<file path="config.mk">
export PLATFORM = sky130hd
export DESIGN_NAME = mastermind_ctrl
export DESIGN_NICKNAME = d
export VERILOG_FILES = /design/src/rtl/mastermind_ctrl.sv
export SDC_FILE = /design/constraint.sdc
export NUM_CORES = 1
export LEC_CHECK = 0
export CAP_MARGIN = 20
export CORE_MARGIN = 3
export CORE_UTILIZATION = 50
export CTS_CLUSTER_DIAMETER = 30
export DETAILED_ROUTE_END_ITERATION = 6
export DONT_BUFFER_PORTS = 1
export GPL_TIMING_DRIVEN = 0
export PLACE_DENSITY_LB_ADDON = 0.12
export REMOVE_ABC_BUFFERS = 1
export SYNTH_ARGS = -nofsm -noshare
export SYNTH_HDL_FRONTEND = slang
export SYNTH_SLANG_ARGS = --single-unit
</file>
<file path="constraint.sdc">
create_clock -name clk -period 5.9 [get_ports clk]
set_clock_uncertainty 0.05 [all_clocks]
set_input_delay 1.475 -clock clk [delete_from_list [all_inputs] [get_ports clk]]
set_output_delay 1.475 -clock clk [all_outputs]
set_load 0.02 [all_outputs]
</file>
<file path="src/rtl/mastermind_ctrl.sv">
// Mastermind round controller: seeds the PRNG, latches the secret, scores guesses, counts tries.
// Scores arrive 10 cycles after a guess is accepted; guess_ready stays low while scoring, so callers must wait.
module mastermind_ctrl #(
    parameter int MAX_TRIES = 10
) (
    input  logic        clk,
    input  logic        rst,
    input  logic        start,
    output logic        prng_rst,
    input  logic [2:0]  code0,
    input  logic [2:0]  code1,
    input  logic [2:0]  code2,
    input  logic [2:0]  code3,
    input  logic        guess_valid,
    input  logic [11:0] guess,
    output logic        guess_ready,
    output logic        score_valid,
    output logic [2:0]  exact,
    output logic [2:0]  partial,
    output logic [3:0]  tries,
    output logic        win,
    output logic        lose,
    output logic        busy
);

    typedef enum logic [3:0] {
        S_IDLE, S_SEED, S_LATCH, S_READY, S_EXACT, S_COUNT, S_REPORT, S_WON, S_LOST
    } state_t;

    state_t      state_q;
    logic [11:0] secret_q, guess_q;
    logic [2:0]  color_q, acc_q, acc_d, exact_cnt, g_cnt, s_cnt;
    logic [2:0]  exact_q, partial_q;
    logic [3:0]  tries_q;
    logic        prng_rst_q, guess_ready_q, score_valid_q, win_q, lose_q, busy_q;

    // acc_d folds in min(#guess digits, #secret digits) of the current colour.
    always_comb begin
        exact_cnt = '0;
        g_cnt     = '0;
        s_cnt     = '0;
        for (int i = 0; i < 4; i++) begin
            if (guess_q[3*i +: 3] == secret_q[3*i +: 3]) exact_cnt = exact_cnt + 3'd1;
            if (guess_q[3*i +: 3] == color_q)            g_cnt     = g_cnt + 3'd1;
            if (secret_q[3*i +: 3] == color_q)           s_cnt     = s_cnt + 3'd1;
        end
        acc_d = acc_q + ((g_cnt < s_cnt) ? g_cnt : s_cnt);
    end

    always_ff @(posedge clk) begin
        if (rst) begin
            state_q       <= S_IDLE;
            secret_q      <= '0;
            guess_q       <= '0;
            color_q       <= '0;
            acc_q         <= '0;
            exact_q       <= '0;
            partial_q     <= '0;
            tries_q       <= '0;
            prng_rst_q    <= 1'b0;
            guess_ready_q <= 1'b0;
            score_valid_q <= 1'b0;
            win_q         <= 1'b0;
            lose_q        <= 1'b0;
            busy_q        <= 1'b0;
        end else begin
            prng_rst_q    <= 1'b0;
            score_valid_q <= 1'b0;
            case (state_q)
                S_IDLE, S_WON, S_LOST, S_READY: begin
                    if (start) begin
                        state_q       <= S_SEED;
                        tries_q       <= '0;
                        exact_q       <= '0;
                        partial_q     <= '0;
                        win_q         <= 1'b0;
                        lose_q        <= 1'b0;
                        prng_rst_q    <= 1'b1;
                        busy_q        <= 1'b1;
                        guess_ready_q <= 1'b0;
                    end else if (state_q == S_READY && guess_valid) begin
                        guess_q       <= guess;
                        state_q       <= S_EXACT;
                        guess_ready_q <= 1'b0;
                        busy_q        <= 1'b1;
                    end
                end
                S_SEED: state_q <= S_LATCH;
                S_LATCH: begin
                    secret_q      <= {code3, code2, code1, code0};
                    state_q       <= S_READY;
                    busy_q        <= 1'b0;
                    guess_ready_q <= 1'b1;
                end
                S_EXACT: begin
                    exact_q <= exact_cnt;
                    color_q <= '0;
                    acc_q   <= '0;
                    state_q <= S_COUNT;
                end
                S_COUNT: begin
                    acc_q   <= acc_d;
                    color_q <= color_q + 3'd1;
                    if (color_q == 3'd7) begin
                        partial_q     <= acc_d - exact_q;
                        score_valid_q <= 1'b1;
                        state_q       <= S_REPORT;
                    end
                end
                S_REPORT: begin
                    tries_q <= tries_q + 4'd1;
                    busy_q  <= 1'b0;
                    if (exact_q == 3'd4) begin
                        state_q <= S_WON;
                        win_q   <= 1'b1;
                    end else if (tries_q + 4'd1 == 4'(MAX_TRIES)) begin
                        state_q <= S_LOST;
                        lose_q  <= 1'b1;
                    end else begin
                        state_q       <= S_READY;
                        guess_ready_q <= 1'b1;
                    end
                end
                default: state_q <= S_IDLE;
            endcase
        end
    end

    assign prng_rst    = prng_rst_q;
    assign guess_ready = guess_ready_q;
    assign score_valid = score_valid_q;
    assign exact       = exact_q;
    assign partial     = partial_q;
    assign tries       = tries_q;
    assign win         = win_q;
    assign lose        = lose_q;
    assign busy        = busy_q;

endmodule

</file>
==> impl_metrics.env, run 1 <==
export IMPL_hold_buffers=0
export IMPL_synthCells=369
export IMPL_post_cts_resize_count=0
export IMPL_slew_violations=0
export IMPL_drt_wirelength_per_cell_um=14.2
export IMPL_power_frac_clock_pct=9.5
export IMPL_clk_pin_slew_ns=0.09
export IMPL_end_kind="register"
export IMPL_num_vias=2385
export IMPL_worst_pin_slew_ns=0.932
export IMPL_hold_class="reg -> reg"
export IMPL_clock_latency_ns=0.30
export IMPL_synth_fa_ha_area_share_pct=9.09
export IMPL_drive_above_1_share_pct=4.44
export IMPL_status="finished clean"
export IMPL_p_int_mw=1.06
export IMPL_io_pins=44
export IMPL_grt_overflow=0
export IMPL_area_growth_pct=3.03
export IMPL_avgSynthCellArea_um2=8.28
export IMPL_p_seq_share_pct=24.2
export IMPL_clock_path_buffers=2
export IMPL_period_minus_slack_ns=4.99
export IMPL_power_leakage_nw=1.40
export IMPL_dp_slack_ns=0.861
export IMPL_ant_nets=0
export IMPL_setup_tns_ns=0
export IMPL_cp_start_kind="register"
export IMPL_fin_crit_sh_pct=84.5
export IMPL_cp_max_fo=11
export IMPL_grt_usage_pct=17.8
export IMPL_syn_area_um2=3060
export IMPL_initial_utilization_pct=53.5
export IMPL_fin_nets=409
export IMPL_viasPerCell=5.52
export IMPL_max_freq_ghz=0.201
export IMPL_post_route_util_pct=55.2
export IMPL_antenna_cells=0
export IMPL_routed_wl_mm=6.16
export IMPL_ys_ff_latch=50
export IMPL_cts_tree="done"
export IMPL_post_dp_hpwl_mm=4.54
export IMPL_timing_final_hold_violations=0
export IMPL_critPathLaunch="color_q[0]$_SDFFE_PP0P_"
export IMPL_fp_dieW_um=84.2
export IMPL_cts_root_buf="clkbuf_8"
export IMPL_setup_ws_ns=0.914
export IMPL_drc=0
export IMPL_die_area_um2=7090
export IMPL_critPathCapture="partial[2]$_SDFFE_PP0P_"
export IMPL_ir_drop_uv=554
export IMPL_cts_sinks=50
export IMPL_initialDrtViolationCount=134
export IMPL_dr_pass1_iters=4
export IMPL_max_slew_margin_pct=37.7
export IMPL_rr_startpoint="color_q[0]$_SDFFE_PP0P_"
export IMPL_htree_levels=2
export IMPL_yosysSeqAreaShare_pct=32.7
export IMPL_reg2reg_depth=23
export IMPL_synth_compound_area_share_pct=11.8
export IMPL_grt_pass1_wl_mm=10.4
export IMPL_power_switching_mw=0.968
export IMPL_io_buffers=0
export IMPL_max_cap_viol_count=0
export IMPL_synth_cell_types=45
export IMPL_coreArea_um2=5710
export IMPL_synthSimpleGateAreaFrac_pct=20.5
export IMPL_fp_dieH_um=84.2
export IMPL_grt_pass1_vias=2191
export IMPL_ys_warn_count=0
export IMPL_rows=27
export IMPL_ff2ff_setup_slack_ns=0.91
export IMPL_cts_buffers=5
export IMPL_grt_max_degree=51
export IMPL_pwr_share_comb_pct=66.3
export IMPL_swShare_pct=47.7
export IMPL_antenna_found_initial=0
export IMPL_synth_area_mux_share_pct=6.34
export IMPL_rsz0062_at_grt="no"
export IMPL_crit_type="reg -> reg"
export IMPL_setup_violations=0
export IMPL_gp_congestion=0.786
export IMPL_arrival_ns=5.14
export IMPL_cp_required_ns=6.05
export IMPL_powerDensity_nw_per_um2=644
export IMPL_synth_top_family_by_area="simple AND/OR/NAND/NOR gates"
export IMPL_r2r_end="partial[2]$_SDFFE_PP0P_"
export IMPL_power_mw=2.03
export IMPL_synthXorXnorAreaFrac_pct=14.5
export IMPL_postCtsSetupBuffers=0
## power by group through the flow
stage	Sequential [mW]	Clock, mW	Combinational [mW]
2_1_floorplan	0.475	0	1.12
3_3_place_gp	0.498	0	1.32
3_5_place_dp	0.499	0	1.36
4_1_cts	0.491	0.199	1.37
5_1_grt	0.503	0.215	1.56
6_report	0.491	0.192	1.34
## synth_stat cells (all sizes together)
master / n / area, um2
a22oi: 3 / 22.5
nor3b: 1 / 7.51
nand3b: 1 / 7.51
and2: 3 / 18.8
o22ai: 3 / 18.8
o31a: 1 / 8.76
or2: 1 / 6.26
buf: 7 / 43.8
nand4: 3 / 18.8
or3: 1 / 6.26
and3: 6 / 37.5
ha: 19 / 238
nand3: 12 / 60.1
xnor2: 26 / 228
nand2: 43 / 161
clkbuf: 9 / 33.8
a32oi: 3 / 26.3
nand4b: 2 / 17.5
nor2: 44 / 165
a21o: 2 / 15.0
dfxtp: 50 / 1000
inv: 20 / 75.1
xor2: 23 / 216
o21ai: 10 / 50.0
a31oi: 3 / 18.8
a21oi: 32 / 160
fa: 2 / 40.0
nand2b: 3 / 18.8
o2bb2a: 1 / 10.0
nor3: 11 / 87.6
a2111oi: 1 / 15.0
a211oi: 1 / 7.51
nor2b: 2 / 12.5
a221oi: 1 / 8.76
mux2: 3 / 33.8
mux2i: 16 / 160
## per-stage QoR
stage / std cells / cell area [um2] / hold slack [ns]
CTS: 432 / 3150 / 0.417
global placement: 425 / 3070 / 0.391
floorplan: 353 / 2980 / 0.380
finish: 432 / 3150 / 0.412
global route: 432 / 3150 / 0.451
detailed placement: 425 / 3070 / 0.404
## flip-flops by register name, summed over array words and instances (netlist names), 3 cells and up
| register | count |
|---|---|
| exact | 3 |
| secret_q | 12 |
| acc_q | 3 |
| guess_q | 12 |
| color_q | 3 |
| partial | 3 |
| tries | 4 |
| state_q | 4 |
## metal layers
| layer | wire [um] | global-route usage [%] |
|---|---|---|
| met1 | 3030 | 25.3 |
| met2 | 2740 | 27.0 |
| met3 | 304 | 4.12 |
| met4 | 76 | 4.82 |
| met5 | 0 | 0 |
## critical path, stage by stage, from the launching register on
cell,delay (ns)
dfxtp_1,0.71
xnor2_1,0.18
and3_1,0.19
inv_1,0.05
ha_1,0.19
mux2i_1,0.35
ha_1,0.22
nand4_1,0.09
xor2_1,0.24
ha_1,0.28
nor2b_1,0.18
nor2_1,0.11
a21oi_1,0.15
a21oi_1,0.06
ha_1,0.20
fa_1,0.50
inv_1,0.06
fa_1,0.40
xor2_1,0.16
xnor2_1,0.17
xnor2_1,0.13
nor2_1,0.05
a21oi_1,0.12
nor2_1,0.05
## final cells by class
type | instances | area (um2)
clock buffers | 6 | 72.6
clock inverters | 1 | 7.51
fillers | 553 | 2560
inverters | 20 | 75.1
multi-input cells | 283 | 1900
flip-flops and latches | 50 | 1000
well taps | 72 | 90.1
## worst min-delay path by stage
stage / startpoint / end / cells past startpoint
floorplan: acc_q[0]$_SDFFE_PP0P_ / acc_q[0]$_SDFFE_PP0P_ / 2
global placement: acc_q[0]$_SDFFE_PP0P_ / acc_q[0]$_SDFFE_PP0P_ / 2
detailed placement: acc_q[0]$_SDFFE_PP0P_ / acc_q[0]$_SDFFE_PP0P_ / 2
CTS: acc_q[0]$_SDFFE_PP0P_ / acc_q[0]$_SDFFE_PP0P_ / 2
global route: acc_q[0]$_SDFFE_PP0P_ / acc_q[0]$_SDFFE_PP0P_ / 2
finish: acc_q[0]$_SDFFE_PP0P_ / acc_q[0]$_SDFFE_PP0P_ / 2
## placed cells by master (no fill, tap or decap), types with 3 or more instances in the layout
cell type / count
nand2_1: 43
a22oi_1: 3
a31oi_1: 3
and3_1: 6
nor3_1: 7
inv_1: 19
xnor2_1: 26
nand3_1: 12
and2_1: 3
a32oi_1: 3
dfxtp_1: 50
mux2i_1: 16
nand4_1: 3
nor2_1: 44
o22ai_1: 3
nand2b_1: 3
o21ai_1: 3
ha_1: 19
o21ai_0: 7
xor2_1: 21
a21oi_1: 32
clkbuf_8: 5
## cell families (layout without fill, tap and decap cells)
kind of cell / Yosys count / count (layout)
AO/OA/AOI/OAI: 61 / 61
AND/OR/NAND/NOR: 133 / 133
XOR/XNOR: 49 / 49
flip-flops: 50 / 50
multiplexers: 19 / 19
buffers and inverters: 36 / 27
adder cells (fa/ha/maj): 21 / 21
No activity file was read; power rests on OpenSTA's default activity.
==> run 2, diff against run 1 <==
Clock period 5.9 ns to 4.87 ns, I/O delays scaled along.
==> run 2 against run 1 <==
  * Design area rose by 4.1%
  * Critical path depth fell by 2
  * Register-to-register slack lost 0.59 ns
  * Via count is 2.0% higher
  * Hold slack improved by 0.0013 ns
  * Non-clock buffer count grew 9
  * Routed wire length grew 3.0%
  * Clock-buffer cell count is the same
  * Maximum frequency grew 9.8%
  * Die area unchanged
  * Global-route usage is essentially flat
  * Utilization grew 2.3 points
  * Critical path type unchanged
==> impl_metrics.env, run 2 (same netlist as run 1, synthesis figures left out) <==
export IMPL_swShare_pct=47.5
export IMPL_dp_cells=425
export IMPL_pwr_share_comb_pct=67.4
export IMPL_cts_buffers=5
export IMPL_drc=0
export IMPL_arrival_ns=4.69
export IMPL_ir_drop_uv=653
export IMPL_power_frac_clock_pct=9.1
export IMPL_r2r_end="partial[2]$_SDFFE_PP0P_"
export IMPL_fin_nets=418
export IMPL_drive_above_1_share_pct=9.76
export IMPL_end_kind="register"
export IMPL_power_leakage_nw=1.45
export IMPL_setup_tns_ns=0
export IMPL_power_mw=2.54
export IMPL_status="finished clean"
export IMPL_place_area_um2=3070
export IMPL_hold_worst_slack_ns=0.414
export IMPL_io_buffers=0
export IMPL_dr_pass1_iters=4
export IMPL_cts_root_buf="clkbuf_8"
export IMPL_grt_usage_pct=17.8
export IMPL_num_vias=2432
export IMPL_grt_pass1_wl_mm=10.4
export IMPL_setup_violations=0
export IMPL_hold_buffers=0
export IMPL_max_slew_margin_pct=38.0
export IMPL_worstPathCellList="xnor2_1, and3_1, ha_1, xor2_2, ha_1, mux2_2, inv_1, ha_1, nor2b_2, a2111oi_2, and3_1, nor3_2, fa_1, inv_1, fa_1, xor2_1, xnor2_1, xnor2_1, nor2_1, a21oi_1, nor2_1"
export IMPL_die_area_um2=7090
export IMPL_antenna_found_initial=0
export IMPL_ant_nets=0
export IMPL_drt_wirelength_per_cell_um=14.4
export IMPL_max_stage_delay_ns=0.53
export IMPL_antenna_cells=0
export IMPL_path_delay_family="adder cells"
export IMPL_period_minus_slack_ns=4.54
export IMPL_max_freq_ghz=0.220
export IMPL_grt_pass1_vias=2190
export IMPL_fp_dieH_um=84.2
export IMPL_fin_area_um2=3280
export IMPL_whs_endpoint="acc_q[0]$_SDFFE_PP0P_"
export IMPL_holdCritStartpoint="acc_q[0]$_SDFFE_PP0P_"
export IMPL_cp_required_ns=5.02
export IMPL_fp_dieW_um=84.2
export IMPL_post_dp_hpwl_mm=4.54
export IMPL_area_growth_pct=7.25
export IMPL_slew_violations=0
export IMPL_clk_pin_slew_ns=0.09
export IMPL_grt_max_degree=51
export IMPL_io_pins=44
export IMPL_cp_max_fo=8
export IMPL_max_cap_viol_count=0
export IMPL_routed_wl_mm=6.34
export IMPL_power_switching_mw=1.20
export IMPL_largestRegisters="guess_q x12, secret_q x12"
export IMPL_reg2reg_depth=21
export IMPL_hold_class="reg -> reg"
export IMPL_dp_slack_ns=-0.169
export IMPL_viasPerCell=5.51
export IMPL_timing_final_hold_violations=0
export IMPL_post_route_util_pct=57.4
export IMPL_rr_startpoint="color_q[1]$_SDFFE_PP0P_"
export IMPL_setup_ws_ns=0.328
export IMPL_hold_depth=2
export IMPL_initial_utilization_pct=53.5
export IMPL_cts_tree="done"
export IMPL_critPathBufInv=2
export IMPL_clock_path_buffers=2
export IMPL_worst_pin_slew_ns=0.927
export IMPL_most_common_layout_cells="dfxtp_1 (46), nor2_1 (44), nand2_1 (43), a21oi_1 (32), xnor2_1 (25)"
export IMPL_cp_slowest_cell="fa_1"
export IMPL_layout_commonest_cell="dfxtp_1"
export IMPL_final_cell_count_no_fill=441
export IMPL_fin_crit_sh_pct=93.3
export IMPL_gp_congestion=0.786
export IMPL_clock_latency_ns=0.30
export IMPL_rows=27
export IMPL_grt_overflow=0
export IMPL_p_seq_share_pct=23.4
export IMPL_htree_levels=2
export IMPL_cp_start_kind="register"
export IMPL_crit_type="reg -> reg"
export IMPL_initialDrtViolationCount=111
export IMPL_coreArea_um2=5710
export IMPL_cts_sinks=50
export IMPL_ff2ff_setup_slack_ns=0.33
export IMPL_p_int_mw=1.33
export IMPL_powerDensity_nw_per_um2=773
export IMPL_critPathLaunch="color_q[1]$_SDFFE_PP0P_"
run 2: layer usage:
metal,wire (um),global-route usage (%),up-vias
met2,2880,27.0,51
met4,76,4.82,0
li1,-,-,1234
met5,0,0,-
met3,280,4.12,6
met1,3100,25.3,1141
run 2: how the worst max path moves through the flow:
stage | slack, ns | depth (start not counted) | end
2_1_floorplan | 0.33 | 22 | partial[2]$_SDFFE_PP0P_
5_1_grt | -0.003 | 23 | partial[2]$_SDFFE_PP0P_
6_report | 0.33 | 21 | partial[2]$_SDFFE_PP0P_
3_3_place_gp | -0.11 | 21 | partial[2]$_SDFFE_PP0P_
3_5_place_dp | -0.17 | 23 | partial[2]$_SDFFE_PP0P_
4_1_cts | 0.09 | 23 | partial[2]$_SDFFE_PP0P_
run 2: layout make-up:
class	instances	area (um2)
clock inverters	1	7.51
repair buffers	9	65.1
fillers	552	2430
well taps	72	90.1
multi-input cells	283	1950
flip-flops and latches	50	1010
clock buffers	6	72.6
inverters	20	75.1
run 2: timing repair:
action | CTS | global route
endpoints found under the setup margin | 1 | 1
endpoints found under the hold margin | 0 | 0
pin swaps | 0 | 3
resized for setup | 4 | 11
buffers inserted | 0 | 9
run 2: worst min-delay path: stages, from the launching register on:
cell and delay (ns):
dfxtp_1 0.32, nand2_1 0.05, a21oi_1 0.05
run 2: power by group through the flow:
stage	logic, mW	clock network [mW]	registers, mW
floorplan	1.36	0	0.575
global placement	1.60	0	0.603
detailed placement	1.65	0	0.604
CTS	1.66	0.241	0.595
global route	1.97	0.260	0.608
finish	1.71	0.232	0.594
==> run 3, diff against run 2 <==
Settings changed: CTS_CLUSTER_DIAMETER 30 to 120.
==> results of run 3 <==
The final DEF is identical to that of run 2; final timing and power are the same.
